$ cat src/rtl/dff_input_debouncer.sv
// rtl/dff_input_debouncer.sv - two-flop synchroniser plus stability-count debouncer with edge strobes
//
// Ports:
//   clk        system clock, rising-edge active
//   rst        asynchronous active-low reset
//   d_raw      unsynchronised, possibly bouncing input level
//   d_clean    debounced level, drives the D flip-flop d pin
//   rise_pulse one-cycle strobe after d_clean commits 0->1
//   fall_pulse one-cycle strobe after d_clean commits 1->0
//   busy       high while a candidate transition is being qualified
module dff_input_debouncer #(
    parameter int   STABLE_CYCLES = 4,
    parameter logic RESET_LEVEL   = 1'b0
) (
    input  logic clk,
    input  logic rst,
    input  logic d_raw,
    output logic d_clean,
    output logic rise_pulse,
    output logic fall_pulse,
    output logic busy
);

    localparam int CNT_W = $clog2(STABLE_CYCLES + 1);
    localparam logic [CNT_W-1:0] CNT_LAST = CNT_W'(STABLE_CYCLES - 1);
    localparam logic [CNT_W-1:0] CNT_ONE  = CNT_W'(1);

    typedef enum logic {
        ST_STABLE = 1'b0,
        ST_WAIT   = 1'b1
    } state_t;

    state_t           state;
    logic             sync1;
    logic             sync2;
    logic [CNT_W-1:0] cnt;
    logic             differs;
    logic             commit;

    // Only the second synchroniser stage is ever looked at by the filter.
    // With a one-sample filter the STABLE state commits directly and WAIT
    // is never entered.
    always_comb begin
        differs = (sync2 != d_clean);
        commit  = 1'b0;
        if (differs) begin
            if (state == ST_STABLE) begin
                commit = (STABLE_CYCLES == 1);
            end else begin
                commit = (cnt == CNT_LAST);
            end
        end
    end

    always_ff @(posedge clk or negedge rst) begin
        if (!rst) begin
            sync1      <= RESET_LEVEL;
            sync2      <= RESET_LEVEL;
            d_clean    <= RESET_LEVEL;
            cnt        <= '0;
            state      <= ST_STABLE;
            rise_pulse <= 1'b0;
            fall_pulse <= 1'b0;
            busy       <= 1'b0;
        end else begin
            sync1      <= d_raw;
            sync2      <= sync1;
            rise_pulse <= 1'b0;
            fall_pulse <= 1'b0;
            if (commit) begin
                d_clean    <= sync2;
                rise_pulse <= sync2;
                fall_pulse <= ~sync2;
                cnt        <= '0;
                state      <= ST_STABLE;
                busy       <= 1'b0;
            end else begin
                case (state)
                    ST_STABLE: begin
                        if (differs) begin
                            cnt   <= CNT_ONE;
                            state <= ST_WAIT;
                            busy  <= 1'b1;
                        end else begin
                            cnt <= '0;
                        end
                    end
                    ST_WAIT: begin
                        if (!differs) begin
                            // Bounce back to the committed level: abandon the candidate.
                            cnt   <= '0;
                            state <= ST_STABLE;
                            busy  <= 1'b0;
                        end else begin
                            cnt <= cnt + CNT_ONE;
                        end
                    end
                    default: begin
                        cnt   <= '0;
                        state <= ST_STABLE;
                        busy  <= 1'b0;
                    end
                endcase
            end
        end
    end

endmodule

$ cat config.mk
export PLATFORM = sky130hd
export DESIGN_NAME = dff_input_debouncer
export DESIGN_NICKNAME = d
export VERILOG_FILES = /design/src/rtl/dff_input_debouncer.sv
export SDC_FILE = /design/constraint.sdc
export NUM_CORES = 1
export LEC_CHECK = 0
export ABC_AREA = 1
export BUFFER_PORTS_ARGS = -buffer_cell sky130_fd_sc_hd__buf_2
export CAP_MARGIN = 20
export CORE_AREA = 2 2 39 41
export CTS_BUF_LIST = sky130_fd_sc_hd__clkbuf_16
export DETAILED_ROUTE_END_ITERATION = 16
export DIE_AREA = 0 0 41 43
export MAX_ROUTING_LAYER = met4
export PLACE_DENSITY_LB_ADDON = 0.25
export SLEW_MARGIN = 20
export SYNTH_ARGS = -nofsm -noshare
export SYNTH_HDL_FRONTEND = slang
export SYNTH_SLANG_ARGS = --single-unit
export TNS_END_PERCENT = 1
$ cat constraint.sdc
create_clock -name clk -period 3.2 [get_ports clk]
set_input_delay 0 -clock clk [delete_from_list [all_inputs] [get_ports clk]]
set_output_delay 0 -clock clk [all_outputs]
set_load 0.03 [all_outputs]
# After elaboration in Yosys (flattened, before gate mapping)
# Cells that the tools add are included.
classes:
  n_mux: 14
  bitwise_logic: 2
  n_eq_ne: 4
  addsub: 1
  reduce_logical: 1
op_table:
  columns: ["op", "n"]
  rows:
  - ["1-bit two-way mux", 10]
  - ["3-bit two-way mux", 2]
  - ["3-bit one-hot mux with 2 select lines", 1]
  - ["3-bit by 1-bit adder with 3-bit output, second input constant", 1]
  - ["3-bit by 2-bit equality test with 1-bit output, second input constant", 1]
  - ["3-bit by 2-bit != test with 1-bit output, second input constant", 1]
  - ["3-bit != test, second input constant", 1]
  - ["1-bit inverter", 2]
  - ["1-bit one-hot mux with 2 select lines", 1]
  - ["2-bit AND reduction", 1]
  - ["1-bit != test", 1]
totals:
  output_inout_bits: 4
  word_cells: 30
  inputBits: 3
  ff_bits: 10

# Depth between registers and ports, before layout
# Gate-level depths: netlist of run 1.
logic_depth:
  word_depth: 5
  ltp_mapped: 5
  depth_no_buf: 5

# Least setup slack after synthesis of run 1
# OpenSTA, ideal clock, no wires.
synth_path:
  kind: "register -> register"
  start: "register cnt[0]"
  end: "register cnt[1]"
  setup_time_ns: 0.072
  synth_period_minus_slack_ns: 1.099
  stages_incl_launch_ff: 6
  path_buffers: 0
  arrival_ns: 1.027
  path_slack_ns: 2.101
  required_time_ns: 3.128
  path_cell_list: "dfrtp_1 > ha_1 > ha_1 > nand2_2 > nand4_1 > nor2_1"
synth_via:
  elab_chain_cells: 4
  word_cells_on_any_way: 7
  cone_classes: "add/sub (1); eq/ne (1); mux (5)"
synth_lines:
  columns: ["item", "line_no", "text"]
  rows:
  - ["start: declaration", "36", "logic [CNT_W-1:0] cnt;"]
  - ["start signal: assignment", "95", "cnt <= cnt + CNT_ONE;"]
  - ["3-bit by 1-bit adder with 3-bit output or 3-bit by 2-bit equality test with 1-bit output (tied branches)", "95, 50", null]
  - ["3-bit two-way mux or 1-bit two-way mux (tied branches)", "89, 47", null]
  - ["3-bit one-hot mux with 2 select lines or 1-bit two-way mux (tied branches)", "78, 46", null]
  - ["3-bit two-way mux *", "70", "if (commit) begin"]
# Every way passes the cells marked *; elsewhere a longest branch is shown, timed or not.
# A chain may end at the register's enable or synchronous reset.

# Worst setup path in the final report of run 1
# Same ends and word-level chain as after synthesis.

==> flow_metrics.py, run 1 <==
metrics = {
    "run_status": {
        "status": "finished, final reports clean",
    },
    "route": {
        "firstDrtPassIters": 2,
        "drcViolationCount": 0,
        "wl_per_cell_um": 9.21,
        "via_per_inst": 4.24,
        "vias": 288,
        "drtIter0Drc": 1,
        "ant_nets": 0,
        "drt_wl_total_um": 626,
    },
    "sta": {
        "clock_skew_ns": 0.000736,
        "setup_viol": 0,
        "worstMarginPinSlew_ns": 0.227,
        "relSlewSlack_pct": 84.8,
        "period_share_pct": 37.8,
        "fmax_ghz": 0.827,
        "hold_violations": 0,
        "fin_crit_ns": 1.21,
        "rsz0062_at_grt": "no",
        "drv_slew": 0,
        "setup_tns_ns": 0,
    },
    "final_layout": {
        "area_delta_synth_final_pct": 37.1,
        "diodes": 0,
        "n_fill_cell": 138,
        "final_layout_size_suffix_gt1_share_pct": 32.7,
        "final_common_cell": "dfrtp_1",
        "layoutNonFillerInstCount": 68,
        "mostFrequentLayoutCells": "10 x dfrtp_1, 6 x inv_1, 6 x nand2_1, 6 x buf_2, 5 x nand2_2",
        "nets": 58,
    },
    "floorplanning": {
        "die_y_um": 43,
        "die_area_sq_um": 1760,
        "core-area_sq_um": 1380,
        "row_count": 14,
        "io-pin-count": 7,
        "die_w_um": 41,
        "start_util_pct": 29.0,
    },
    "clock_network": {
        "clkSlewWorstSetupHoldPaths_ns": 0.04,
        "cts_buffer_depth": 2,
        "cts.sinks": 10,
        "cts-root-buf": "clkbuf_16",
        "cts_tree": "done",
        "numCtsBuffers": 3,
        "clk_latency_ns": 0.23,
        "postCtsSetupBuffers": 0,
        "htreeDepth": 1,
    },
    "worst_setup_path": {
        "max_stage_delay_ns": 0.37,
        "crit_type": "reg -> reg",
        "cpMostUsedCell": "ha_1",
        "critPathMaxFanout": 7,
        "cp-end-kind": "flip-flop",
        "crit_path_start_kind": "flip-flop",
        "crit_required_ns": 3.36,
        "cp.arrival_ns": 1.37,
        "path_cells": "ha_1 -> ha_1 -> nand2_2 -> nand4_1 -> nor2_1",
        "path_buf_inv": 0,
        "cp_top_family": "adder cells",
        "cp_slowest_cell": "dfrtp_1",
    },
    "placed_design": {
        "place_hpwl_um": 432,
        "port_buffers": 6,
        "finalWeightedCongestion": 0.693,
        "place_inst": 62,
    },
    "global_routing": {
        "grt_max_degree": 11,
        "antenna_found_initial": 0,
        "grtUsageTotal_pct": 11.5,
        "grt_pass1_wl_um": 1190,
        "grt_pass1_vias": 266,
        "grt_overflow": 0,
    },
    "yosys": {
        "syn_avg_cell_area_sq_um": 10.0,
        "ys_types": 11,
        "synthCells": 40,
        "synthesis.nets": 45,
        "yosysWarnings": 0,
        "synthesis.area_sq_um": 402,
        "synth-seq-cells": 10,
        "ys_seq_area_share_pct": 62.3,
    },
    "power_and_ir_drop": {
        "power_density_nw_per_um2": 964,
        "power_leakage_nw": 0.297,
        "power_uw": 531,
        "ir_drop_mv": 0.445,
    },
    "min_path": {
        "min_path_type": "in -> async",
    },
    "job": {
        "maxCapViolCount": 0,
    },
}
## per-layer routing
metal / up-vias / share of wire (%) / track usage [%]
met5: - / 0 / -
met4: 0 / 4.0 / 10.0
met3: 5 / 7.0 / 6.28
met2: 8 / 44 / 13.1
met1: 129 / 45 / 13.8
li1: 146 / - / -
## synthesized netlist by cell type, drive strengths merged
cell | instances | area [sq um]
ha | 2 | 25.0
nand2 | 11 | 53.8
o21ai | 1 | 5.00
nand3 | 2 | 10.0
dfrtp | 10 | 250
nand4 | 1 | 6.26
nor2 | 5 | 21.3
inv | 8 | 30.0
## cell type report
class	count	area, sq um	share of cell area, %
Inverter	8	30.0	5.45
Clock inverter	1	3.75	0.682
Sequential cell	10	250	45.5
Tap cell	16	20.0	3.64
Timing Repair Buffer	8	50.0	9.09
Multi-Input combinational cell	22	121	22.0
Clock buffer	3	75.1	13.6
## final timing paths
check | startpoint | end | slack (ns) | cells after the start
worst max-delay path | cnt[0] | cnt[1] | 1.99 | 5
worst min register to register | sync1 | sync2 | 0.35 | 0
worst min-delay path | rst | fall_pulse | 0.16 | 2
min in group clk | sync1 | sync2 | 0.35 | 0
max in group asynchronous | rst | cnt[0] | 2.85 | 2
worst max register to register | cnt[0] | cnt[1] | 1.99 | 5
## power by group
part           internal (mW)  switching, mW  leakage, nW  total (mW)
clock network          0.163         0.0555       0.0385       0.219
registers              0.158         0.0260        0.127       0.184
logic                 0.0448         0.0827        0.132       0.128
total                  0.366          0.164        0.297       0.531
## what timing repair did
action,CTS,global route
hold buffers,2,0
gates resized for setup,0,0
setup endpoints to repair,0,0
hold endpoints to repair,11,0
## through the flow
stage | setup WS (ns) | area [sq um] | util [%] | hold slack [ns]
finish | 1.99 | 551 | 39.8 | 0.157
global route | 1.89 | 551 | 39.8 | 0.190
detailed placement | 2.00 | 452 | 32.6 | -0.130
global placement | 2.02 | 452 | 32.6 | -0.128
CTS | 1.98 | 551 | 39.8 | 0.166
floorplan | 2.10 | 402 | - | -0.296
## kinds of logic (layout without fill, tap and decap cells)
family / Yosys count / in the layout / synth area share (%)
compound gates: 1 / 1 / 1.24
buf+inv: 8 / 20 / 7.48
flops: 10 / 10 / 62.3
fa+ha+maj: 2 / 2 / 6.23
simple gates: 19 / 19 / 22.7
## sequential cells by signal, indices dropped and copies added (netlist names)
signal,flops
state,1
cnt,3
rise_pulse,1
d_clean,1
sync2,1
fall_pulse,1
busy,1
sync1,1
## worst register-to-register path: stages (launching register included)
cell and delay (ns):
dfrtp_1 0.37, ha_1 0.20, ha_1 0.19, nand2_2 0.13
nand4_1 0.14, nor2_1 0.11
Power figures use the tool's default switching activity.
==> run 2: changes to the inputs <==
Clock period 3.2 ns to 1.2 ns, I/O delays scaled along.
==> flow_metrics.py, run 2 (same netlist as run 1, synthesis figures left out) <==
metrics = {
    "sta": {
        "rsz0062_at_grt": "no",
        "relSlewSlack_pct": 84.6,
        "worstMarginPinSlew_ns": 0.231,
        "setup_tns_ns": 0,
        "fin_crit_ns": 1.13,
        "drv_slew": 0,
        "period_share_pct": 94.2,
        "hold_violations": 0,
        "setup_viol": 0,
        "clock_skew_ns": 0.000280,
        "fmax_ghz": 0.885,
    },
    "worst_setup_path": {
        "critPathMaxFanout": 6,
        "cp.arrival_ns": 1.31,
        "reg2regPathDepth": 6,
        "crit_path_start_kind": "flip-flop",
        "cp_top_family": "flip-flops",
        "rr_endpoint": "busy",
        "crit_required_ns": 1.38,
        "path_cells": "ha_2 -> ha_2 -> nand2_2 -> buf_12 -> nand3_1 -> nand2_1",
        "cp_num_cells": 6,
        "max_stage_delay_ns": 0.38,
        "cp_slowest_cell": "dfrtp_1",
        "endpoint": "busy",
        "crit_type": "reg -> reg",
        "rrSetupSlack_ns": 0.07,
        "worstReg2RegStart": "cnt[0]",
        "path_buf_inv": 1,
        "crit_path_start": "cnt[0]",
        "cpMostUsedCell": "ha_2",
        "cp-end-kind": "flip-flop",
    },
    "global_routing": {
        "grtUsageTotal_pct": 11.8,
        "grt_overflow": 0,
        "grt_pass1_wl_um": 1180,
        "antenna_found_initial": 0,
        "grt_pass1_vias": 284,
        "grt_max_degree": 11,
    },
    "power_and_ir_drop": {
        "seqPwrFrac_pct": 34.0,
        "pwr-share-clk_pct": 41.1,
        "comb_power_share_pct": 24.9,
        "switching_share_pct": 31.1,
        "ir_drop_mv": 1.25,
        "intPower_uw": 993,
        "power_density_nw_per_um2": 2500,
        "power_leakage_nw": 0.305,
        "p_switching_uw": 449,
    },
    "clock_network": {
        "htreeDepth": 1,
        "numCtsBuffers": 3,
        "clkSlewWorstSetupHoldPaths_ns": 0.04,
        "cts.sinks": 10,
        "cts_tree": "done",
        "cts_buffer_depth": 2,
        "clk_latency_ns": 0.24,
        "cts-root-buf": "clkbuf_16",
    },
    "placed_design": {
        "finalWeightedCongestion": 0.703,
        "post_dp_cell_area_sq_um": 452,
        "place_hpwl_um": 449,
        "port_buffers": 6,
    },
    "route": {
        "firstDrtPassIters": 2,
        "wl_per_cell_um": 9.96,
        "drtIter0Drc": 6,
        "drcViolationCount": 0,
        "drt_wl_total_um": 687,
        "vias": 275,
        "ant_nets": 0,
        "via_per_inst": 3.99,
    },
    "final_layout": {
        "n_fill_cell": 138,
        "final_layout_size_suffix_gt1_share_pct": 37.7,
        "area_delta_synth_final_pct": 43.3,
        "mostFrequentLayoutCells": "10 x dfrtp_1, 6 x inv_1, 6 x nand2_1, 6 x buf_2, 5 x nand2_2",
        "largest_reg_flops": 3,
        "layout.cell_area.non_filler_sq_um": 576,
        "diodes": 0,
        "final_common_cell": "dfrtp_1",
        "nets": 59,
        "top_register": "cnt",
    },
    "floorplanning": {
        "core-area_sq_um": 1380,
        "row_count": 14,
        "start_util_pct": 29.0,
        "die_w_um": 41,
        "io-pin-count": 7,
        "die_y_um": 43,
        "die_area_sq_um": 1760,
    },
    "job": {
        "maxCapViolCount": 0,
    },
    "min_path": {
        "min_path_type": "in -> async",
    },
    "run_status": {
        "status": "finished, final reports clean",
    },
}
[run 2: routing by layer]
metal  wire [um]  track usage [%]  part of all wire (%)
met1         288             11.9                    42
met2         311             15.0                    45
met3          50             6.28                   7.3
met4          37             12.0                   5.4
met5           0                -                     0
[run 2: timing repair]
action                                 CTS  global route
pin swaps                                1             2
setup endpoints to repair                2             3
hold buffers                             2             0
resized for setup                        0             3
endpoints found under the hold margin   11             0
buffers inserted                         0             1
[run 2: worst min path at each step]
stage	depth (start not counted)	startpoint	to
after floorplan	0	rst	busy
after global placement	1	rst	fall_pulse
after CTS	2	rst	cnt[2]
after global routing	2	rst	rise_pulse
final	2	rst	d_clean
after detailed placement	1	rst	d_clean
[run 2: area by class of cell]
cell class              count  area [sq um]  area share, %
multi-input cells          22           126           22.0
repair buffers              9          70.1           12.2
well taps                  16          20.0           3.48
clock buffers               3          75.1           13.0
inverters                   8          30.0           5.22
clock inverters             1          3.75          0.652
flip-flops and latches     10           250           43.5
[run 2: stage by stage]
step                worst slack, ns  hold WS, ns  util [%]  std cells  total power, mW
CTS                        0.000368        0.164      39.8         68             1.45
global route                 0.0105        0.194      41.6         69             1.54
floorplan                     0.101       -0.296         -         40            0.746
finish                       0.0702        0.155      41.6         69             1.44
detailed placement          0.00351       -0.127      32.6         62            0.835
global placement             0.0131       -0.127      32.6         62            0.830
[run 2: power groups by stage]
stage	Combinational (mW)	Sequential, mW	Clock, mW
global route	0.414	0.502	0.625
floorplan	0.192	0.554	0
finish	0.359	0.490	0.592
CTS	0.346	0.493	0.609
global placement	0.338	0.492	0
detailed placement	0.338	0.497	0
